`src/rtl/counter_ctrl_pkg.sv`:
```
// ============================================================================
// Module   : counter_ctrl_pkg
// Purpose  : Shared types and constants for the counter step controller.
//            Holds the FSM state encoding, its width, and a small helper
//            that decodes the states where a run is still in progress.
// Ports    : none (package)
// Revision : 1.0 - initial release
// ============================================================================
`default_nettype none

package counter_ctrl_pkg;

  localparam int STATE_W = 2;

  // The encoding is visible on the state output port, so the values are fixed.
  typedef enum logic [STATE_W-1:0] {
    IDLE  = 2'd0,
    RUN   = 2'd1,
    PAUSE = 2'd2,
    DONE  = 2'd3
  } ctrl_state_e;

  // A run is in progress while stepping or paused.
  function automatic logic is_busy(input ctrl_state_e s);
    return (s == RUN) || (s == PAUSE);
  endfunction

endpackage

`default_nettype wire

```
`src/rtl/counter_core.sv`:
```
// ============================================================================
// Module   : counter_core
// Purpose  : WIDTH-bit count register with clear / increment / hold control
//            and asynchronous active-low reset. It also exposes the
//            incremented value one bit wider than the count, so the
//            controller can compare it against the terminal count without
//            wrap-around.
// Ports    : clk          in  1        clock
//            rst_n        in  1        async active-low reset
//            clr_i        in  1        clear count to zero (wins over inc_i)
//            inc_i        in  1        increment count by one
//            count_o      out WIDTH    registered count
//            count_inc_o  out WIDTH+1  count_o + 1, unwrapped
// Revision : 1.0 - initial release
// ============================================================================
`default_nettype none

module counter_core #(
  parameter int WIDTH = 4
) (
  input  logic             clk,
  input  logic             rst_n,
  input  logic             clr_i,
  input  logic             inc_i,
  output logic [WIDTH-1:0] count_o,
  output logic [WIDTH:0]   count_inc_o
);

  logic [WIDTH-1:0] count_q;
  logic [WIDTH-1:0] count_d;

  assign count_inc_o = {1'b0, count_q} + (WIDTH+1)'(1);

  always_comb begin
    count_d = count_q;
    if (clr_i) begin
      count_d = '0;
    end else if (inc_i) begin
      // The controller never increments past the terminal count, so the
      // carry bit is always zero here.
      count_d = count_inc_o[WIDTH-1:0];
    end
  end

  always_ff @(posedge clk or negedge rst_n) begin
    if (!rst_n) begin
      count_q <= '0;
    end else begin
      count_q <= count_d;
    end
  end

  assign count_o = count_q;

endmodule

`default_nettype wire

```
`src/rtl/counter_step_ctrl.sv`:
```
// ============================================================================
// Module   : counter_step_ctrl
// Purpose  : Sequencer for a shared up-counter: start, pause/resume, abort
//            and a programmable terminal count. Emits a one-cycle done pulse
//            when the count reaches the captured limit. All outputs are
//            registered.
// Ports    : clk     in  1      clock
//            rst_n   in  1      async active-low reset
//            start   in  1      begin a run (IDLE only)
//            limit   in  WIDTH  terminal count, captured on accepted start
//            pause   in  1      freeze count while RUN
//            resume  in  1      continue from PAUSE
//            abort   in  1      cancel run from RUN or PAUSE
//            count   out WIDTH  current count
//            busy    out 1      high in RUN or PAUSE
//            done    out 1      one-cycle pulse in DONE
//            state   out 2      IDLE=0 RUN=1 PAUSE=2 DONE=3
// Config   : COUNTER_STEP_CTRL_SVA_EN - compiles in concurrent assertions on
//            count/limit/done behaviour. Undefined by default.
// Revision : 1.0 - initial release
// ============================================================================
`default_nettype none

module counter_step_ctrl
  import counter_ctrl_pkg::*;
#(
  parameter int WIDTH = 4
) (
  input  logic               clk,
  input  logic               rst_n,
  input  logic               start,
  input  logic [WIDTH-1:0]   limit,
  input  logic               pause,
  input  logic               resume,
  input  logic               abort,
  output logic [WIDTH-1:0]   count,
  output logic               busy,
  output logic               done,
  output logic [STATE_W-1:0] state
);

  ctrl_state_e      state_q, state_d;
  logic [WIDTH-1:0] limit_q, limit_d;
  logic             busy_q;
  logic             done_q;

  logic             w_clr;
  logic             w_inc;
  logic [WIDTH:0]   w_count_inc;

  counter_core #(
    .WIDTH (WIDTH)
  ) u_core (
    .clk         (clk),
    .rst_n       (rst_n),
    .clr_i       (w_clr),
    .inc_i       (w_inc),
    .count_o     (count),
    .count_inc_o (w_count_inc)
  );

  always_comb begin
    state_d = state_q;
    limit_d = limit_q;
    w_clr   = 1'b0;
    w_inc   = 1'b0;
    case (state_q)
      IDLE: begin
        if (start) begin
          limit_d = limit;
          w_clr   = 1'b1;
          // A zero limit is already satisfied by the cleared count.
          state_d = (limit == '0) ? DONE : RUN;
        end
      end
      RUN: begin
        if (abort) begin
          state_d = IDLE;
          w_clr   = 1'b1;
        end else if (pause) begin
          state_d = PAUSE;
        end else begin
          w_inc = 1'b1;
          // Compare one bit wider so limit = 2^WIDTH-1 terminates cleanly.
          if (w_count_inc == {1'b0, limit_q}) begin
            state_d = DONE;
          end
        end
      end
      PAUSE: begin
        if (abort) begin
          state_d = IDLE;
          w_clr   = 1'b1;
        end else if (resume) begin
          // The resume cycle itself does not step.
          state_d = RUN;
        end
      end
      DONE: begin
        // Count is left at limit_q until the next accepted start.
        state_d = IDLE;
      end
      default: begin
        state_d = IDLE;
      end
    endcase
  end

  // Status flags are registered from the next state so they line up with
  // state_q rather than being decoded combinationally from it.
  always_ff @(posedge clk or negedge rst_n) begin
    if (!rst_n) begin
      state_q <= IDLE;
      limit_q <= '0;
      busy_q  <= 1'b0;
      done_q  <= 1'b0;
    end else begin
      state_q <= state_d;
      limit_q <= limit_d;
      busy_q  <= is_busy(state_d);
      done_q  <= (state_d == DONE);
    end
  end

  assign busy  = busy_q;
  assign done  = done_q;
  assign state = state_q;

`ifdef COUNTER_STEP_CTRL_SVA_EN
  a_run_step: assert property (@(posedge clk) disable iff (!rst_n)
      (state_q == RUN && !pause && !abort) |=> (count == WIDTH'($past(count) + 1'b1)))
    else $error("counter_step_ctrl: count did not step in RUN");

  a_count_bound: assert property (@(posedge clk) disable iff (!rst_n)
      count <= limit_q)
    else $error("counter_step_ctrl: count exceeded limit");

  a_done_pulse: assert property (@(posedge clk) disable iff (!rst_n)
      done |=> !done)
    else $error("counter_step_ctrl: done held longer than one cycle");

  a_pause_hold: assert property (@(posedge clk) disable iff (!rst_n)
      (state_q == PAUSE && !resume && !abort) |=> $stable(count))
    else $error("counter_step_ctrl: count moved while paused");
`else
  // No assertion logic in this build.
`endif

endmodule

`default_nettype wire

```
`config.mk`:
```
export PLATFORM = sky130hd
export DESIGN_NAME = counter_step_ctrl
export DESIGN_NICKNAME = d
export VERILOG_FILES = /design/src/rtl/counter_ctrl_pkg.sv /design/src/rtl/counter_core.sv /design/src/rtl/counter_step_ctrl.sv
export SDC_FILE = /design/constraint.sdc
export NUM_CORES = 1
export LEC_CHECK = 0
export CORE_AREA = 2 2 41 43
export CTS_BUF_LIST = sky130_fd_sc_hd__clkbuf_8
export DETAILED_ROUTE_END_ITERATION = 12
export DIE_AREA = 0 0 43 45
export HOLD_SLACK_MARGIN = 0.1
export PLACE_DENSITY = 0.77
export SETUP_SLACK_MARGIN = 0.1
export SLEW_MARGIN = 5
export SYNTH_ARGS = -nofsm -noshare
export SYNTH_HDL_FRONTEND = slang
export SYNTH_SLANG_ARGS = --single-unit
```
`constraint.sdc`:
```
create_clock -name clk -period 4.85 [get_ports clk]
set_input_delay 1.2125 -clock clk [delete_from_list [all_inputs] [get_ports clk]]
set_output_delay 1.2125 -clock clk [all_outputs]
set_load 0.02 [all_outputs]
```
Word level (Yosys, flattened, before mapping)

Index checks and enable logic that the tools add are counted.

Bits in registers: 12
Input port bits: 10
Output and inout port bits: 8

Add/subtract/negate cells: 1
Eq/ne operators: 7
Mux-type cells: 16
Reductions and logical operators: 6

Operators with widths:

| kind                  | count |
|---|---|
| $mux W2               | 7 |
| $eq A2 B2 Y1 const B  | 4 |
| $mux W4               | 2 |
| $pmux W2 S4           | 1 |
| $add A4 B1 Y5 const B | 1 |
| $eq A5 B4 Y1          | 1 |
| $mux W1               | 5 |
| $eq A2 B1 Y1 const B  | 2 |
| $logic_not A4 Y1      | 1 |
| $logic_not A2 Y1      | 1 |
| $pmux W1 S2           | 1 |
| $reduce_and A2 Y1     | 1 |
| $reduce_bool A2 Y1    | 1 |
| $reduce_or A2 Y1      | 1 |
| $logic_or A1 B1 Y1    | 1 |

Longest topological paths before layout

Gate-level depths: netlist (run 1).

Depth after elaboration: 8
Mapped depth: 7
Mapped depth without buffers: 7

Cells and area by module

From an unflattened synthesis (run 1), not the netlist that was laid out.

Cells, all modules: 68
Area total of the unflattened synthesis: 718.2 um2

Modules (own cells, without submodules):

| module            | instances | cells each | area an instance (um2) | sequential area each (um2) |
|---|---|---|---|---|
| counter_step_ctrl | 1         | 47         | 491.7                  | 200.2 |
| counter_core      | 1         | 21         | 226.5                  | 100.1 |

Worst setup path before layout (run 1)

OpenSTA, ideal clock, no wires.

Path kind: in2reg
Start point: input port resume
End point: register busy_q, in the netlist busy
Setup time: 0.126 ns
Arrival time: 2.013 ns
Setup slack: 2.711 ns
Stages: 5
Path buffers: 0
Cells stage by stage: inv_1 -> a31oi_1 -> or3_1 -> o22ai_1 -> ha_1

Longest elaborated chain between the ends: 5
Elaborated cells on any way between the ends: 6
Classes of those cells: 2 x eq/ne; 3 x mux; 1 x reduce/logical

RTL lines:

| what                                         | RTL line                 | RTL |
|---|---|---|
| start: declaration                           | counter_step_ctrl.sv:34  | `input logic resume,` |
| $mux W2 *                                    | counter_step_ctrl.sv:94  | `end else if (resume) begin` |
| $mux W2 *                                    | counter_step_ctrl.sv:91  | `if (abort) begin` |
| $pmux W2 S4 *                                | counter_step_ctrl.sv:67  | `case (state_q)` |
| net state_d[1]                               | counter_step_ctrl.sv:42  | `ctrl_state_e state_q, state_d;` |
| $eq A2 B1 Y1 or $eq A2 B2 Y1 (tied branches) | counter_ctrl_pkg.sv:25   | `return (s == RUN) \|\| (s == PAUSE);` |
| $logic_or A1 B1 Y1 *                         | counter_ctrl_pkg.sv:25   |  |
| end signal: assignment                       | counter_step_ctrl.sv:120 | `busy_q <= is_busy(state_d);` |
| end: declaration                             | counter_step_ctrl.sv:44  | `logic busy_q;` |

The timed path passes the listed nets; every way through them passes the cells marked *.
A chain may end at the register's enable or synchronous reset.

Final worst setup path (run 1)

Start point: register state_q[0], in the netlist state[0]
End point: output port state[0]

RTL lines:

| what                     | RTL line                 | RTL |
|---|---|---|
| start: declaration       | counter_step_ctrl.sv:42  |  |
| start signal: assignment | counter_step_ctrl.sv:118 | `state_q <= state_d;` |
| end: declaration         | counter_step_ctrl.sv:39  | `output logic [STATE_W-1:0] state` |

No word-level cell between the ends.

==> flow_summary.yaml, run 1 <==
run_status:
  status: "complete, no violations"
routing:
  avgRoutedWirePerCell_um: 15.0
  drc: 0
  wirelength_mm: 1.54
  vias: 575
  ant_nets: 0
  drtIter0Drc: 10
  firstDrtPassIters: 4
  viasPerCell: 5.58
place:
  post-place-ws_ns: 2.07
  place_area_sq_um: 896
  port-buffer-count: 17
  hpwl_mm: 1.12
  routabilityCongestion: 0.859
power:
  power.density_nw_per_um2: 548
  ir_worst_vdd_mv: 0.343
  leakage_nw: 0.420
cts:
  postCtsHoldBufs: 0
  cts.reportedPaths.clkPinSlew_ns: 0.06
  cts-root-buf: "clkbuf_8"
  cts_made_buffers: 3
  cts_htree_levels: 1
  cts_resized: 0
  worstSkewPairLatency_ns: 0.24
  post-cts-setup-buffers: 0
  clock-sinks: 12
  cts_tree: "done"
  clk_path_buf_depth: 2
worst_hold_path:
  hold_path_class: "reg -> reg"
  hold_depth: 1
  hp-start: "limit_q[1]"
  whs_endpoint: "limit_q[1]"
critical_path:
  start_kind: "register"
  critPathCaptureType: "primary output"
  arrival_ns: 1.36
  worstPathRequired_ns: 3.64
  worstSetupPathType: "reg -> out"
  reg2reg_from: "u_core.count_o[0]"
  r2r_end: "busy"
  rr_worst_depth: 6
  crit_chain: "clkdlybuf4s50_1"
  path_buf_inv: 1
  crit_fanout: 7
  r2r_slack_ns: 3.01
  cp_slowest_cell: "clkdlybuf4s50_1"
  slowest_delay_ns: 0.65
  cp_top_family: "buffers and inverters"
timing:
  tns_ns: 0
  fin_skew_ns: 0.00631
  tightestPinTransition_ns: 0.523
  rsz0062_at_grt: "no"
  maxSlewHeadroom: 0.651
  max_freq_mhz: 389
  fin_hold_ws_ns: 0.542
  period_share: 0.530
  final_hold_viol_count: 0
  final_max_slew_viol_count: 0
  setup_violations: 0
  worst_slack_ns: 2.28
  period_needed_ns: 2.57
logic_synthesis:
  yosysMostFrequentCell: "dfrtp_1"
  synth_common_cells: "dfrtp_1, ha_1, nor2_1"
  synthArstFlopShare: 1.00
  syn-cell-area_sq_um: 706
  synthCells: 66
  synth.distinct_cells: 24
  seq_area_frac_synth: 0.426
  yosys.area.top_type: "dfrtp_1"
  synth_edf_count: 0
  yosys_warnings: 0
  netlist.area_leader.share: 0.426
  yosys_most_used_dff: "dfrtp_1"
  ys_ff_latch: 12
  syn-num-nets: 83
  syn_avg_cell_area_sq_um: 10.7
  synth_area_leaders: "dfrtp_1, ha_1, mux2_2"
final_layout:
  fillers: 120
  final_cell_area_sq_um: 951
  synthToLayoutAreaGrowth_pct: 34.8
  seqCellArea_sq_um: 300
  antenna_cells: 0
  multiInputGateArea_sq_um: 390
  drive_above_1_share: 0.115
  nets: 105
grt:
  grt_usage: 0.182
  grt_max_degree: 13
  grt_antenna_before_repair: 0
  grt_overflow: 0
  grt_pass1_wl_mm: 2.53
  grt_pass1_vias: 575
die:
  start_util: 0.480
  ios: 18
  die-width_um: 43
  core_region_area_sq_um: 1470
  rows: 14
  fp.dieH_um: 45
  design.die.area_sq_um: 1940
run:
  max-cap-violations: 0
## cell families (layout without fill, tap and decap cells)
| kind of cell | Yosys count | count (layout) | synth area share |
|---|---|---|---|
| XOR/XNOR | 7 | 7 | 0.0869 |
| adder cells (fa/ha/maj) | 7 | 7 | 0.124 |
| AO/OA/AOI/OAI | 10 | 10 | 0.0922 |
| AND/OR/NAND/NOR | 20 | 20 | 0.158 |
| buffers and inverters | 4 | 25 | 0.0213 |
| multiplexers | 6 | 6 | 0.0922 |
| flip-flops | 12 | 12 | 0.426 |
## power breakdown
| group | switching (W) | internal [W] | leakage (nW) |
|---|---|---|---|
| Combinational | 0.000120 | 0.000118 | 0.237 |
| Sequential | 0.0000387 | 0.000135 | 0.154 |
| Clock | 0.0000373 | 0.0000717 | 0.0288 |
## state kept, by name (all words and copies together), names as in the netlist
name,flops
state,2
limit_q,4
done,1
busy,1
u_core.count_o,4
## final cells by class
class                   instances  share of cell area
well taps                      16              0.0211
flip-flops and latches         12               0.316
inverters                       4              0.0158
repair buffers                 17               0.179
multi-input cells              50               0.411
clock buffers                   4              0.0579
## layout by cell type, fill, tap and decap left out, types with 2 or more instances in the layout
master	n
a21oi_1	3
nand4_1	2
inv_1	4
mux2_2	4
nor2_1	7
dfrtp_1	12
clkdlybuf4s50_1	17
clkbuf_8	4
xnor2_1	4
ha_1	7
xor2_1	3
mux2i_1	2
nand2_1	3
nand2b_1	3
## per-layer routing
| metal | track usage | share of wire | vias up |
|---|---|---|---|
| li1 | - | - | 278 |
| met1 | 0.217 | 0.45 | 277 |
| met2 | 0.309 | 0.49 | 18 |
| met3 | 0.0600 | 0.052 | 2 |
| met4 | 0.0667 | 0.0058 | 0 |
| met5 | 0 | 0 | - |
## stage by stage
step            util  total power (W)  instances
2_1_floorplan      -         0.000325         66
3_3_place_gp   0.609         0.000400         99
3_5_place_dp   0.609         0.000410         99
4_1_cts        0.646         0.000524        103
5_1_grt        0.646         0.000555        103
6_report       0.646         0.000521        103
## how the worst max path moves through the flow
stage | from | to | slack, ns | cells after the start
3_3_place_gp | limit[1] | busy | 2.13 | 5
6_report | state[0] | state[0] | 2.28 | 1
3_5_place_dp | abort | busy | 2.07 | 6
2_1_floorplan | resume | busy | 2.71 | 5
4_1_cts | state[0] | state[0] | 2.27 | 1
5_1_grt | abort | busy | 2.22 | 6
Power figures use the tool's default switching activity.
==> run 2: changes to the inputs <==
clock period = 2.6 ns   (was 4.85 ns; I/O delays follow)
==> run 2 against run 1 <==
Against the previous run:
- global-route usage down 0.20 points
- core utilization down 0.94 points
- critical endpoint unchanged
- first-iteration DRC count down 30%
- highest routed layer unchanged
==> flow_summary.yaml, run 2 (synthesized netlist as in run 1, its figures left out) <==
grt:
  grt_pass1_vias: 525
  grt_antenna_before_repair: 0
  grt_usage: 0.180
  grt_pass1_wl_mm: 2.43
  grt_max_degree: 13
  grt_overflow: 0
critical_path:
  crit_fanout: 7
  slowest_delay_ns: 0.65
  cp.depth: 1
  rr_worst_depth: 6
  critPathLaunch: "state[0]"
  cp_top_family: "buffers and inverters"
  start_kind: "register"
  r2r_slack_ns: 0.79
  worstSetupPathType: "reg -> out"
  endpoint: "state[0]"
  arrival_ns: 1.35
  crit_chain: "clkdlybuf4s50_1"
  reg2reg_from: "u_core.count_o[0]"
  worstPathRequired_ns: 1.95
  critPathCaptureType: "primary output"
  r2r_end: "busy"
  cp_slowest_cell: "clkdlybuf4s50_1"
  path_buf_inv: 1
timing:
  period_needed_ns: 2.00
  setup_violations: 0
  final_hold_viol_count: 0
  fin_skew_ns: 0.00585
  period_share: 0.767
  tightestPinTransition_ns: 0.528
  tns_ns: 0
  final_max_slew_viol_count: 0
  worst_slack_ns: 0.605
  max_freq_mhz: 501
  maxSlewHeadroom: 0.647
  rsz0062_at_grt: "no"
run:
  max-cap-violations: 0
cts:
  cts-root-buf: "clkbuf_8"
  worstSkewPairLatency_ns: 0.24
  cts_made_buffers: 3
  post-cts-setup-buffers: 0
  cts_tree: "done"
  clk_path_buf_depth: 2
  clock-sinks: 12
  cts.reportedPaths.clkPinSlew_ns: 0.05
  cts_resized: 0
  cts_htree_levels: 1
  postCtsHoldBufs: 0
routing:
  drtIter0Drc: 7
  firstDrtPassIters: 4
  avgRoutedWirePerCell_um: 13.7
  ant_nets: 0
  met2WireLength_um: 692
  vias: 549
  route.met3.wl_um: 84
  viasPerCell: 5.38
  wl_met1_um: 607
  wirelength_mm: 1.40
  drc: 0
  dr.max_layer_used: "met4"
power:
  clock_power_share: 0.179
  p_seq_frac: 0.349
  finalPower_w: 0.000921
  swShare: 0.377
  leakage_nw: 0.413
  power.density_nw_per_um2: 983
  pwr-share-comb: 0.473
  intPower_w: 0.000574
  p_sw_w: 0.000347
  ir_worst_vdd_mv: 0.482
die:
  start_util: 0.480
  rows: 14
  design.die.area_sq_um: 1940
  core_region_area_sq_um: 1470
  die-width_um: 43
  ios: 18
  fp.dieH_um: 45
place:
  routabilityCongestion: 0.858
  hpwl_mm: 1.11
  post-place-ws_ns: 0.412
  port-buffer-count: 17
final_layout:
  nets: 105
  final_cell_mix: "clkdlybuf4s50_1, dfrtp_1, nor2_1, ha_1"
  drive_above_1_share: 0.105
  final_common_cell: "clkdlybuf4s50_1"
  synthToLayoutAreaGrowth_pct: 32.8
  antenna_cells: 0
worst_hold_path:
  hp-start: "limit_q[1]"
  hold_path_class: "reg -> reg"
run_status:
  status: "complete, no violations"
-- run 2: cell types whose count changed in the layout (fill, tap and decap cells not counted), sizes merged --
cell | before | now
clkbuf | 4 | 3
-- run 2: per-stage QoR --
step | cell area (sq um) | utilization | hold WS, ns | instances
finish | 937 | 0.637 | 0.529 | 102
global route | 937 | 0.637 | 0.562 | 102
CTS | 937 | 0.637 | 0.535 | 102
detailed placement | 896 | 0.609 | 0.518 | 99
global placement | 896 | 0.609 | 0.512 | 99
floorplan | 706 | - | 0.354 | 66
-- run 2: power by group through the flow --
stage          registers (W)  clock network [W]  logic [W]
2_1_floorplan       0.000345                  0   0.000261
3_3_place_gp        0.000322                  0   0.000423
3_5_place_dp        0.000322                  0   0.000437
4_1_cts             0.000320           0.000173   0.000439
5_1_grt             0.000331           0.000179   0.000489
6_report            0.000321           0.000164   0.000435
-- run 2: final cells by class --
type                            count  area (sq um)
Inverter                            4          15.0
Timing Repair Buffer               17           170
Tap cell                           16          20.0
Fill cell                         125           534
Multi-Input combinational cell     50           390
Clock buffer                        3          41.3
Sequential cell                    12           300
-- run 2: routing by layer --
layer,vias up,track usage
met5,-,0
met2,13,0.279
li1,273,-
met3,3,0.0920
met1,260,0.211
met4,0,0.0788
-- run 2: worst min path at each step --
stage                 end  slack [ns]  cells past startpoint
2_1_floorplan        busy        0.35                      0
3_3_place_gp   limit_q[1]        0.51                      1
3_5_place_dp   limit_q[1]        0.52                      1
4_1_cts        limit_q[1]        0.53                      1
5_1_grt        limit_q[3]        0.56                      1
6_report       limit_q[1]        0.53                      1
==> run 3: changes to the inputs <==
clock period = 2 ns   (was 2.6 ns; I/O delays follow)
==> run 3 against run 2 <==
Against the previous run:
- via count up 6.9%
- global-route usage grew 0.10 points
- hold slack worse by 0.0032 ns
- non-clock buffer count up 3
- first-iteration DRC count is the same
- cell area rose by 4.3%
- clock skew fell by 0.0024 ns
- combinational power grew 42%
- critical endpoint unchanged
- final cell count is 3.9% higher
==> flow_summary.yaml, run 3 (synthesized netlist as in run 1, its figures left out) <==
run_status:
  status: "complete, no violations"
final_layout:
  final_common_cell: "clkdlybuf4s50_1"
  drive_above_1_share: 0.156
  nets: 108
  synthToLayoutAreaGrowth_pct: 38.5
  antenna_cells: 0
  final_cell_mix: "clkdlybuf4s50_1, dfrtp_1, nor2_1, ha_1"
  fillers: 125
grt:
  grt_pass1_wl_mm: 2.57
  grt_overflow: 0
  grt_antenna_before_repair: 0
  grt_max_degree: 13
  grt_usage: 0.181
  grt_pass1_vias: 595
place:
  port-buffer-count: 17
  hpwl_mm: 1.15
  post-place-ws_ns: -0.00171
  routabilityCongestion: 0.874
timing:
  worst_slack_ns: 0.144
  fin_hold_ws_ns: 0.526
  tightestPinTransition_ns: 0.536
  period_needed_ns: 1.86
  rsz0062_at_grt: "no"
  maxSlewHeadroom: 0.642
  final_hold_viol_count: 0
  tns_ns: 0
  max_freq_mhz: 539
  setup_violations: 0
  period_share: 0.928
  fin_skew_ns: 0.00344
  final_max_slew_viol_count: 0
critical_path:
  start_kind: "register"
  worstSetupPathType: "reg -> out"
  crit_fanout: 7
  reg2reg_from: "u_core.count_o[1]"
  cp_top_family: "buffers and inverters"
  path_buf_inv: 1
  crit_chain: "clkdlybuf4s50_1"
  cp_slowest_cell: "clkdlybuf4s50_1"
  arrival_ns: 1.36
  slowest_delay_ns: 0.65
  worstPathRequired_ns: 1.50
  critPathLaunch: "state[0]"
  critPathCaptureType: "primary output"
routing:
  wirelength_mm: 1.47
  viasPerCell: 5.54
  ant_nets: 0
  avgRoutedWirePerCell_um: 13.9
  firstDrtPassIters: 3
  drtIter0Drc: 7
  vias: 587
  drc: 0
die:
  start_util: 0.480
  rows: 14
  design.die.area_sq_um: 1940
  core_region_area_sq_um: 1470
  ios: 18
  die-width_um: 43
  fp.dieH_um: 45
run:
  max-cap-violations: 0
power:
  power.density_nw_per_um2: 1310
  leakage_nw: 0.436
  finalPower_w: 0.00128
  ir_worst_vdd_mv: 0.783
cts:
  cts_htree_levels: 1
  cts-root-buf: "clkbuf_8"
  cts_tree: "done"
  clk_path_buf_depth: 2
  worstSkewPairLatency_ns: 0.24
  post-cts-setup-buffers: 0
  clock-sinks: 12
  cts_resized: 0
  cts.reportedPaths.clkPinSlew_ns: 0.06
  cts_made_buffers: 3
  postCtsHoldBufs: 0
worst_hold_path:
  hold_path_class: "reg -> reg"
  hp-start: "limit_q[0]"
## run 3: final cells by class
type | instances | area [sq um] | area share
clock buffers | 4 | 55.1 | 0.0563
well taps | 16 | 20.0 | 0.0205
inverters | 4 | 15.0 | 0.0154
multi-input cells | 50 | 394 | 0.403
flip-flops and latches | 12 | 300 | 0.307
repair buffers | 20 | 193 | 0.197
## run 3: path summary, 6_finish.rpt
path	to	slack (ns)	cells past startpoint
max	state[0]	0.14	1
min	limit_q[0]	0.53	1
max reg2reg	busy	0.25	6
min reg2reg	limit_q[0]	0.53	1
max in group asynchronous	limit_q[0]	1.03	1
min in group asynchronous	u_core.count_o[2]	0.61	1
## run 3: stage by stage
step                       util  area (sq um)  cells
after floorplan               -           706     66
after global placement    0.624           918    102
after detailed placement  0.624           918    102
after CTS                 0.662           973    106
after global routing      0.664           977    106
final                     0.664           977    106
## run 3: routing by layer
metal  part of all wire  track usage
met3              0.031       0.0400
met2               0.49        0.306
met1               0.46        0.227
met4              0.018       0.0727
met5                  0            0
## run 3: power by group
group          internal [W]  switching, W  total, W
sequential         0.000328     0.0000762  0.000404
clock              0.000174     0.0000888  0.000263
combinational      0.000308      0.000309  0.000617
total              0.000810      0.000474   0.00128
